**src/rtl/rib_arbiter.sv**
```systemverilog
// Fixed-priority bus arbiter (JTAG > load/store > fetch): registers the winning command,
// drives it to the single slave port and returns a one-cycle ack/err/rdata to its owner.
module rib_arbiter #(
  parameter int ADDR_W  = 32,
  parameter int DATA_W  = 32,
  parameter int TIMEOUT = 15
) (
  input  logic                clk,
  input  logic                rst_n,
  input  logic                m0_req_i,
  input  logic                m0_we_i,
  input  logic [ADDR_W-1:0]   m0_addr_i,
  input  logic [DATA_W-1:0]   m0_wdata_i,
  input  logic [DATA_W/8-1:0] m0_wstrb_i,
  output logic                m0_ack_o,
  output logic                m0_err_o,
  output logic [DATA_W-1:0]   m0_rdata_o,
  input  logic                m1_req_i,
  input  logic                m1_we_i,
  input  logic [ADDR_W-1:0]   m1_addr_i,
  input  logic [DATA_W-1:0]   m1_wdata_i,
  input  logic [DATA_W/8-1:0] m1_wstrb_i,
  output logic                m1_ack_o,
  output logic                m1_err_o,
  output logic [DATA_W-1:0]   m1_rdata_o,
  input  logic                m2_req_i,
  input  logic                m2_we_i,
  input  logic [ADDR_W-1:0]   m2_addr_i,
  input  logic [DATA_W-1:0]   m2_wdata_i,
  input  logic [DATA_W/8-1:0] m2_wstrb_i,
  output logic                m2_ack_o,
  output logic                m2_err_o,
  output logic [DATA_W-1:0]   m2_rdata_o,
  output logic                s_req_o,
  output logic                s_we_o,
  output logic [ADDR_W-1:0]   s_addr_o,
  output logic [DATA_W-1:0]   s_wdata_o,
  output logic [DATA_W/8-1:0] s_wstrb_o,
  input  logic                s_ack_i,
  input  logic [DATA_W-1:0]   s_rdata_i,
  output logic                mem_wait_req_o,
  output logic                if_wait_req_o,
  output logic [1:0]          owner_o
);

  typedef enum logic [1:0] {IDLE, BUSY, DONE} state_t;

  state_t              state_q;
  logic                grant_d;
  logic [1:0]          owner_d, owner_q;
  logic                we_d, we_q;
  logic [ADDR_W-1:0]   addr_d, addr_q;
  logic [DATA_W-1:0]   wdata_d, wdata_q;
  logic [DATA_W/8-1:0] wstrb_d, wstrb_q;
  logic                s_req_q;
  logic [7:0]          cnt_q;
  logic [2:0]          ack_q;
  logic                err_q;
  logic [DATA_W-1:0]   rdata_q;
  logic                timeout_hit;

  assign timeout_hit = (cnt_q == 8'(TIMEOUT - 1));

  // Lowest-numbered requester wins; its command is what gets captured on grant.
  always_comb begin
    grant_d = 1'b1;
    owner_d = 2'd3;
    we_d    = 1'b0;
    addr_d  = '0;
    wdata_d = '0;
    wstrb_d = '0;
    if (m0_req_i) begin
      owner_d = 2'd0;
      we_d    = m0_we_i;
      addr_d  = m0_addr_i;
      wdata_d = m0_wdata_i;
      wstrb_d = m0_wstrb_i;
    end else if (m1_req_i) begin
      owner_d = 2'd1;
      we_d    = m1_we_i;
      addr_d  = m1_addr_i;
      wdata_d = m1_wdata_i;
      wstrb_d = m1_wstrb_i;
    end else if (m2_req_i) begin
      owner_d = 2'd2;
      we_d    = m2_we_i;
      addr_d  = m2_addr_i;
      wdata_d = m2_wdata_i;
      wstrb_d = m2_wstrb_i;
    end else begin
      grant_d = 1'b0;
    end
  end

  always_ff @(posedge clk or negedge rst_n) begin
    if (!rst_n) begin
      state_q <= IDLE;
      owner_q <= 2'd3;
      s_req_q <= 1'b0;
      we_q    <= 1'b0;
      addr_q  <= '0;
      wdata_q <= '0;
      wstrb_q <= '0;
      cnt_q   <= '0;
      ack_q   <= '0;
      err_q   <= 1'b0;
      rdata_q <= '0;
    end else begin
      case (state_q)
        IDLE: begin
          cnt_q <= '0;
          if (grant_d) begin
            state_q <= BUSY;
            owner_q <= owner_d;
            s_req_q <= 1'b1;
            we_q    <= we_d;
            addr_q  <= addr_d;
            wdata_q <= wdata_d;
            wstrb_q <= wstrb_d;
          end
        end
        BUSY: begin
          cnt_q <= cnt_q + 8'd1;
          // A slave ack in the final allowed cycle beats the timeout.
          if (s_ack_i || timeout_hit) begin
            state_q <= DONE;
            s_req_q <= 1'b0;
            we_q    <= 1'b0;
            addr_q  <= '0;
            wdata_q <= '0;
            wstrb_q <= '0;
            ack_q   <= 3'b001 << owner_q;
            err_q   <= ~s_ack_i;
            rdata_q <= (s_ack_i && !we_q) ? s_rdata_i : '0;
          end
        end
        DONE: begin
          state_q <= IDLE;
          owner_q <= 2'd3;
          ack_q   <= '0;
          err_q   <= 1'b0;
          rdata_q <= '0;
        end
        default: state_q <= IDLE;
      endcase
    end
  end

  assign m0_ack_o   = ack_q[0];
  assign m1_ack_o   = ack_q[1];
  assign m2_ack_o   = ack_q[2];
  assign m0_err_o   = ack_q[0] & err_q;
  assign m1_err_o   = ack_q[1] & err_q;
  assign m2_err_o   = ack_q[2] & err_q;
  assign m0_rdata_o = ack_q[0] ? rdata_q : '0;
  assign m1_rdata_o = ack_q[1] ? rdata_q : '0;
  assign m2_rdata_o = ack_q[2] ? rdata_q : '0;

  assign s_req_o   = s_req_q;
  assign s_we_o    = we_q;
  assign s_addr_o  = addr_q;
  assign s_wdata_o = wdata_q;
  assign s_wstrb_o = wstrb_q;
  assign owner_o   = owner_q;

  assign mem_wait_req_o = m1_req_i & ~ack_q[1];
  assign if_wait_req_o  = m2_req_i & ~ack_q[2];

endmodule
```
**config.mk**
```make
export PLATFORM = sky130hd
export DESIGN_NAME = rib_arbiter
export DESIGN_NICKNAME = d
export VERILOG_FILES = /design/src/rtl/rib_arbiter.sv
export SDC_FILE = /design/constraint.sdc
export NUM_CORES = 1
export LEC_CHECK = 0
export ABC_AREA = 1
export BUFFER_PORTS_ARGS = -buffer_cell sky130_fd_sc_hd__buf_2
export CORE_AREA = 3 3 160 162
export CTS_CLUSTER_SIZE = 20
export DETAILED_ROUTE_END_ITERATION = 8
export DIE_AREA = 0 0 163 165
export GPL_TIMING_DRIVEN = 0
export PLACE_DENSITY_LB_ADDON = 0.2
export SYNTH_ARGS = -nofsm -noshare
export SYNTH_HDL_FRONTEND = slang
export SYNTH_SLANG_ARGS = --single-unit
```
**constraint.sdc**
```tcl
create_clock -name clk -period 2.2 [get_ports clk]
set_clock_uncertainty 0.15 [all_clocks]
set_input_delay 0.44 -clock clk [delete_from_list [all_inputs] [get_ports clk]]
set_output_delay 0.44 -clock clk [all_outputs]
set_load 0.02 [all_outputs]
```
# After elaboration in Yosys (flattened, before gate mapping)
# Cells that the tools add are included.
# Widths: inputs -> output; s select.
# op_classes
muxes	47
mul	0
n_bitwise	8
n_reduce_logical	11
add_sub_neg	1
order_cmp	0
div_mod_pow	0
shift	1
n_eq_ne	5
# ops
operator	n
$mux 32	14
$pmux 32 s2	3
$mux 4	5
$pmux 8 s2	1
$mux 1	11
$mux 2	5
$add 8x1->8 const B	1
$eq 8x4->1 const B	1
$pmux 2 s2	2
$pmux 4 s2	1
$pmux 1 s2	3
$pmux 3 s2	1
$reduce_and 2->1	3
$reduce_bool 2->1	3
$and 1x1->1	5
$ne 2x2->1 const B	2
$mux 3	1
$not 1->1	3
$reduce_and 3->1	1
$shl 1x2->3 const A	1
$eq 2x1->1 const B	1
$eq 2x2->1 const B	1
$logic_not 2->1	1
$logic_and 1x1->1	1
2 further kinds	2
# totals
elab_cells	84
ff_bits	118
mem_count	0
ramBits	0
latchBits	0
out_inout_bits	176
rom_bits	0

# Longest topological paths before layout
# Gate-level depths: netlist of run 1.
# depth
word_depth	5
depth_mapped	9
mapped_depth_nobuf	8

# Worst setup path after synthesis of run 1
# No wires, ideal clock.
# synth_path
kind	register -> output
start	register ack_q[1]
end	output m1_rdata_o[10]
stages_incl_launch_ff	5
required_time_ns	1.610
arrival_time_ns	1.186
n_path_buf	2
setup_slack_ns	0.424
cell_sequence	dfrtp_1 clkbuf_1 clkbuf_1 nand2_1 inv_1
# synth_via
elab_chain_cells	1
# synth_rtl
element	line_no	rtl
from (decl)	57	logic [2:0] ack_q;
from (signal assigned)	132	ack_q <= 3'b001 << owner_q;
$mux 32	156	assign m1_rdata_o = ack_q[1] ? rdata_q : '0;
to (decl)	25	output logic [DATA_W-1:0] m1_rdata_o,
# No other way between the ends.

# Worst setup path after layout of run 1
# layout_path
start	register ack_q[0]
end	output m0_rdata_o[22]
# layout_via
elab_chain_cells	1
# layout_rtl
element	line_no	rtl
$mux 32	155	assign m0_rdata_o = ack_q[0] ? rdata_q : '0;
to (decl)	17	output logic [DATA_W-1:0] m0_rdata_o,
# No other way between the ends.

==> results by group, run 1 <==
Floorplan
  – Core Area: approximately 24,000 um2
  – IO Pins: between 400 and 500
  – Total die area: ~27,000 um2
  – Initial core utilization: roughly 30%
  – Std cell rows: 57
  – Die span in x: approximately 160 um
  – Chip height: 165 um

Timing
  – Final setup vio count: 0
  – Slew Limit Fails: 0
  – Slew HR: a little under half
  – Worst Tran Pin Value: just under 0.8 ns
  – RSZ-0062 raised after global routing: false
  – Period minus WS final: around 2.1 ns
  – Min Hold Slack: between 0.07 and 0.08 ns
  – Final Hold Fails: 0
  – Fmax: between 0.4 and 0.5 GHz
  – Final Cycle Share: a little over nine tenths

GRT
  – Grt ovf: 0
  – Initial antenna violation count: 2
  – GRT Resource Usage Total: roughly 22%
  – First-pass GRT wire length: approximately 46,000 um
  – Largest net degree at the start of global routing: 75
  – Vias in the first global route: 8,364

Clock tree
  – Post-CTS setup buffers: 0
  – Root buf cell: clkbuf_16
  – TritonCTS Sinks: roughly 120
  – CTS tree: done
  – Worst-Skew Late Latency: roughly 0.41 ns
  – Total CTS buffers: 17
  – Longest Clk Path Bufs: 2
  – Worst-path clk slew: 0.06 ns
  – H-tree depth: 4

Worst setup path
  – Worst reg2reg startpoint: cnt_q[0]
  – Setup Crit Path Kind: flip-flop to output port
  – R2r setup slk: ~0.25 ns
  – Reg2reg end: s_addr_o[5]
  – WP data arrival: 1.53 ns
  – Worst r2r path cells: 9
  – Setup crit end kind: output port
  – Startpoint types: flip-flop
  – CP Max Fanout: 10
  – Req. time, crit path: between 1.5 and 2 ns

Yosys
  – Seq cells post-synth: around 120
  – Top cell type's share of synthesized area: 41.1%
  – Syn Std Cell Area: about 7100 um2
  – Net Count, Synth: 1,298
  – Main combinational cell family by area after synthesis: simple AND/OR/NAND/NOR gates
  – Sequential share of the synthesized area: 41.8%
  – Syn avg cell area: between 6 and 7 um2
  – Post-synth EDFFs: 0
  – Largest cells by area after synthesis: dfrtp_1 (41%), nand2_1 (20%), a21oi_1 (9.8%)
  – Asr flop ratio synth: 100%
  – Post-synthesis adder-cell area fraction: less than 1%
  – Cells after synthesis: about 1,100
  – Top post-synthesis cells by count: nand2_1 (379), a21oi_1 (139), dfrtp_1 (116)
  – Predominant post-synthesis flop cell: dfrtp_1
  – Synth Area in XOR/XNOR: less than 1%
  – Mux share of post-synthesis cell area: 0%
  – Synth Area in Simple Gates: 30.2%
  – Compound-cell area share of the yosys netlist: about 15%
  – Yosys warns: 0
  – Distinct cells, synth: 26
  – Count leader, synth: nand2_1
  – Area leader, netlist: dfrtp_1

Power
  – VDD IR max: 461 uV
  – P_leak: between 0.006 and 0.007 uW
  – Power density over the cells: about 1300 nW/um2

Cells and area
  – Fin util: about 42%
  – Post-layout nets: ~1,700
  – Register area: about 3000 um2
  – Multi-input logic area: 3260 um2
  – Area grow syn2layout: 44.4%
  – FILL cells: ~2,700
  – Layout cells sized above 1: 33.9%

Outcome
  – Outcome: completed

Min path
  – Hold path depth: 3
  – Hold crit path type: input port to flip-flop
  – Worst Hold Launch: s_rdata_i[0]
  – Worst Hold Endpoint: rdata_q[0]

Job
  – MaxCap Viol Count: 0

Drt
  – DRT iter0 DRCs: between 300 and 400
  – DR vias: around 8,500
  – Final WL: 31,000 um
  – Drc violations: 0
  – ANT nets after route: 0
  – Drt via density: 4.64
  – WL/cell: 17.0 um
  – DRT Pass-1 Iters: 5

Place
  – Routability cong.: approximately 0.91
  – Port-buffer cells: around 420
  – DP Wirelength: 25,000 um
==> layout make-up <==
class / instances / share of cell area [%]
clock buffer: 21 / 4.51
inverter: 117 / 4.31
multi-input combinational: 736 / 32.0
clock inverter: 11 / 1.24
antenna: 1 / 0.0245
tap: 324 / 3.97
timing repair buffer: 420 / 20.9
sequential: 118 / 29.0
buffer: 77 / 4.02
==> placed cells by master (no fill, tap or decap), types with 3 or more instances in the layout <==
cell	n
buf_2	438
nand2_1	379
a21oi_1	139
inv_1	115
dfrtp_1	114
nand3_1	111
o21ai_0	71
clkbuf_1	28
nor2_1	17
clkbuf_16	17
clkbuf_2	10
buf_6	8
buf_4	7
buf_1	5
nand4_1	4
clkinvlp_4	4
nand2_4	3
==> repair_timing <==
action                                 4_1_cts  5_1_grt
pin swaps                                    0        0
hold buffers                                 1        0
setup endpoints to repair                   90       19
endpoints found under the hold margin       44        0
cloned                                       0        0
gates resized for setup                     10        5
==> layer usage <==
| metal | global-route usage [%] | vias to the layer above | part of all wire [%] |
|---|---|---|---|
| li1 | - | 4205 | - |
| met1 | 25.3 | 3873 | 38 |
| met2 | 41.6 | 341 | 52 |
| met3 | 4.94 | 45 | 7.3 |
| met4 | 7.88 | 2 | 2.6 |
| met5 | 0 | - | 0.023 |
==> power breakdown <==
group          switching (uW)  internal [uW]  leakage, uW
sequential                775           3090      0.00151
combinational            4170           2000      0.00461
clock                    1050           1730     0.000276
==> sequential cells by signal, indices dropped and copies added, names as in the netlist <==
name / cells
ack_q: 3
s_wstrb_o: 4
state_q: 2
s_addr_o: 32
owner_o: 2
cnt_q: 8
err_q: 1
rdata_q: 32
s_we_o: 1
s_wdata_o: 32
s_req_o: 1
==> through the flow <==
| step | cells | power [uW] | TNS [ns] | cell area, um2 | worst slack [ns] |
|---|---|---|---|---|---|
| after global routing | 1825 | 13800 | 0 | 10200 | 0.00387 |
| after CTS | 1824 | 13000 | 0 | 10200 | 0.0158 |
| after detailed placement | 1794 | 10200 | -0.0291 | 9600 | -0.0291 |
| final | 1825 | 12800 | 0 | 10200 | 0.0808 |
| after global placement | 1793 | 10100 | -129.50 | 9560 | -1.12 |
| after floorplan | 1051 | 7610 | 0 | 7060 | 0.424 |
==> worst max-delay path by stage <==
stage,start,endpoint,cells after the start
global placement,rst_n,s_wdata_o[24],1
global route,ack_q[0],m0_rdata_o[22],4
CTS,m1_req_i,mem_wait_req_o,5
detailed placement,m0_req_i,s_addr_o[16],7
finish,ack_q[0],m0_rdata_o[22],4
floorplan,ack_q[1],m1_rdata_o[10],4
==> kinds of logic (layout without fill, tap and decap cells) <==
| logic type | after synthesis | after routing |
|---|---|---|
| buffers and inverters | 197 | 646 |
| adder cells (fa/ha/maj) | 2 | 2 |
| AND/OR/NAND/NOR | 518 | 518 |
| AO/OA/AOI/OAI | 215 | 215 |
| XOR/XNOR | 1 | 1 |
| flip-flops | 118 | 118 |
| other | 0 | 1 |
==> worst max-delay path: stages (launching register included) <==
cell,delay [ns]
dfrtp_1,0.49
buf_2,0.28
nand2_1,0.08
inv_1,0.09
buf_2,0.17
Note: power is estimated with default switching activity, not from simulation.
==> run 2, diff against run 1 <==
Settings changed: ABC_AREA 1 to unset, CORE_AREA 3 3 160 162 to 3 3 163 165, DIE_AREA 0 0 163 165 to 0 0 166 168.
==> results by group, run 2 <==
Place
  – DP Wirelength: 22,500 um (was 25,000 um)
  – Pre-CTS setup slack: -0.895 ns (was -0.0291 ns)
  – Routability cong.: 0.882 (was 0.910)
  – Port-buffer cells: 419 (was 418)

Cells and area
  – Area grow syn2layout: 50.9% (was 44.4%)
  – Most common cell after layout, fill and taps aside: buf_2 (unchanged)
  – Fin util: 38.0% (was 42.1%)
  – Post-layout nets: 1,352 (was 1,734)
  – Most frequent cells in the layout: buf_2 (434), dfrtp_1 (113), a22o_1 (104) (was buf_2 (438), nand2_1 (379), a21oi_1 (139))
  – Layout cells sized above 1: 44.5% (was 33.9%)

Power
  – P_leak: 0.00516 uW (was 0.00641 uW)
  – VDD IR max: 489 uV (was 461 uV)
  – Power density over the cells: 1280 nW/um2 (was 1260 nW/um2)

Floorplan
  – IO Pins: 421 (unchanged)
  – Chip height: 168 um (was 165 um)
  – Die span in x: 166 um (was 163 um)
  – Std cell rows: 58 (was 57)
  – Core Area: 25,200 um2 (was 24,200 um2)
  – Initial core utilization: 25.2% (was 29.1%)
  – Total die area: 27,900 um2 (was 26,900 um2)

Timing
  – Worst setup margin: 0.0985 ns (was 0.0808 ns)
  – Slew HR: 61.1% (was 47.8%)
  – Slew Limit Fails: 0 (unchanged)
  – Fmax: 0.476 GHz (was 0.472 GHz)
  – Period minus WS final: 2.10 ns (was 2.12 ns)
  – Setup TNS Final: 0 ns (unchanged)
  – RSZ-0062 raised after global routing: false (unchanged)
  – Worst Tran Pin Value: 0.584 ns (was 0.783 ns)
  – Final Cycle Share: 95.5% (was 96.3%)
  – Final setup vio count: 0 (unchanged)
  – Final Hold Fails: 0 (unchanged)
  – Min Hold Slack: 0.0940 ns (was 0.0756 ns)

Drt
  – ANT nets after route: 0 (unchanged)
  – Drt via density: 4.81 (was 4.64)
  – Drc violations: 0 (unchanged)
  – DRT Pass-1 Iters: 7 (was 5)
  – DR vias: 6,964 (was 8,466)
  – Final WL: 28,300 um (was 31,000 um)
  – WL/cell: 19.5 um (was 17.0 um)
  – DRT iter0 DRCs: 403 (was 353)

Clock tree
  – Root buf cell: clkbuf_16 (unchanged)
  – TritonCTS Sinks: 118 (unchanged)
  – Worst-Skew Late Latency: 0.41 ns (about the same)
  – Total CTS buffers: 17 (unchanged)
  – Worst-path clk slew: 0.06 ns (about the same)
  – Post-CTS setup buffers: 0 (unchanged)
  – H-tree depth: 4 (unchanged)
  – Longest Clk Path Bufs: 2 (unchanged)
  – CTS tree: done (unchanged)

Worst setup path
  – Setup Crit Path Kind: flip-flop to output port (unchanged)
  – Startpoint types: flip-flop (unchanged)
  – Most common cell on crit path: buf_2 (unchanged)
  – Slowest CP cell: dfrtp_2 (was dfrtp_1)
  – Setup crit end kind: output port (unchanged)
  – CP Max Fanout: 10 (unchanged)
  – Critical path cell sequence: buf_2 > and2_1 > buf_2 (was buf_2 > nand2_1 > inv_1 > buf_2)
  – CP top delay family: flip-flops (was buffers and inverters)
  – WP data arrival: 1.51 ns (was 1.53 ns)
  – CP bufs+invs: 2 (was 3)
  – Slowest stage delay, CP: 0.49 ns (about the same)
  – Req. time, crit path: 1.61 ns (about the same)

GRT
  – GRT Resource Usage Total: 19.7% (was 22.4%)
  – Vias in the first global route: 7,149 (was 8,364)
  – Grt ovf: 0 (unchanged)
  – Initial antenna violation count: 4 (was 2)
  – First-pass GRT wire length: 42,800 um (was 46,300 um)
  – Largest net degree at the start of global routing: 73 (was 75)

Yosys
  – Asr flop ratio synth: 100% (unchanged)
  – Synth Area in XOR/XNOR: 0.276% (was 0.124%)
  – Predominant post-synthesis flop cell: dfrtp_1 (unchanged)
  – Area leader, netlist: dfrtp_1 (unchanged)
  – Syn Std Cell Area: 6350 um2 (was 7060 um2)
  – Syn avg cell area: 9.54 um2 (was 6.72 um2)
  – Compound-cell area share of the yosys netlist: 30.5% (was 15.5%)
  – Post-synthesis adder-cell area fraction: 0.394% (was 0.354%)
  – Net Count, Synth: 912 (was 1,298)
  – Synth Area in Simple Gates: 17.1% (was 30.2%)
  – Cells after synthesis: 665 (was 1,051)
  – Sequential share of the synthesized area: 46.6% (was 41.8%)
  – Yosys warns: 0 (unchanged)
  – Main combinational cell family by area after synthesis: compound AO/OA/AOI/OAI gates (was simple AND/OR/NAND/NOR gates)
  – Largest cells by area after synthesis: dfrtp_1 (46%), a22o_1 (14%), and2_1 (10%) (was dfrtp_1 (41%), nand2_1 (20%), a21oi_1 (9.8%))
  – Post-synth EDFFs: 0 (unchanged)
  – Mux share of post-synthesis cell area: 0.513% (was 0%)
  – Top cell type's share of synthesized area: 45.7% (was 41.1%)
  – Seq cells post-synth: 118 (unchanged)
  – Count leader, synth: dfrtp_1 (was nand2_1)
  – Top post-synthesis cells by count: dfrtp_1 (116), a22o_1 (104), and2_1 (101) (was nand2_1 (379), a21oi_1 (139), dfrtp_1 (116))
  – Distinct cells, synth: 38 (was 26)

Outcome
  – Outcome: completed (unchanged)

Job
  – MaxCap Viol Count: 0 (unchanged)

Min path
  – Hold crit path type: input port to flip-flop (unchanged)
## run 2: worst paths after layout
check / startpoint / to / slack, ns / depth (start not counted)
max in group asynchronous: rst_n / s_addr_o[14] / 0.77 / 3
worst min-delay path: s_rdata_i[10] / rdata_q[10] / 0.09 / 2
min in group asynchronous: rst_n / rdata_q[14] / 0.40 / 2
worst max register to register: cnt_q[4] / s_addr_o[23] / 0.1 / 6
worst max-delay path: ack_q[1] / m1_rdata_o[31] / 0.1 / 3
worst min register to register: s_wdata_o[13] / s_wdata_o[13] / 0.35 / 1
## run 2: repair_timing
item,CTS,global route
hold buffers,1,0
endpoints found under the setup margin,161,46
pin swaps,0,1
endpoints found under the hold margin,44,0
resized for setup,23,10
## run 2: kinds of logic (layout without fill, tap and decap cells)
kind of cell,Yosys count,count (layout)
xor gates and xnor gates,2,2
muxes,3,3
other,0,1
buffers and inverters,69,522
adders and majority gates,2,2
DFF,118,118
and+or+nand+nor,205,205
AOI/OAI and AO/OA,266,266
## run 2: through the flow
step                cells  power, uW  cell area (um2)
global route         1449      13000             9570
finish               1449      12300             9570
global placement     1414       9330             8860
CTS                  1448      12400             9560
floorplan             665       7010             6350
detailed placement   1415       9370             8890
## run 2: routing by layer
| metal | up-vias | GRT usage [%] | share of wire [%] |
|---|---|---|---|
| met5 | - | 0 | 0.11 |
| met4 | 6 | 5.28 | 1.7 |
| met3 | 28 | 5.35 | 6.8 |
| met2 | 307 | 36.0 | 52 |
| met1 | 3315 | 22.8 | 40 |
| li1 | 3308 | - | - |
## run 2: area by class of cell
type                            count  area [um2]
Tap cell                          330         413
Inverter                            4        15.0
Buffer                             65         305
Timing Repair Buffer              421        2140
Clock inverter                     13         169
Sequential cell                   118        2960
Antenna cell                        1        2.50
Clock buffer                       19         453
Multi-Input combinational cell    478        3120
Fill cell                        2670       15600
## run 2: power by group
part,switching (uW),internal (uW)
registers,761,3120
logic,3380,2060
clock network,1080,1860
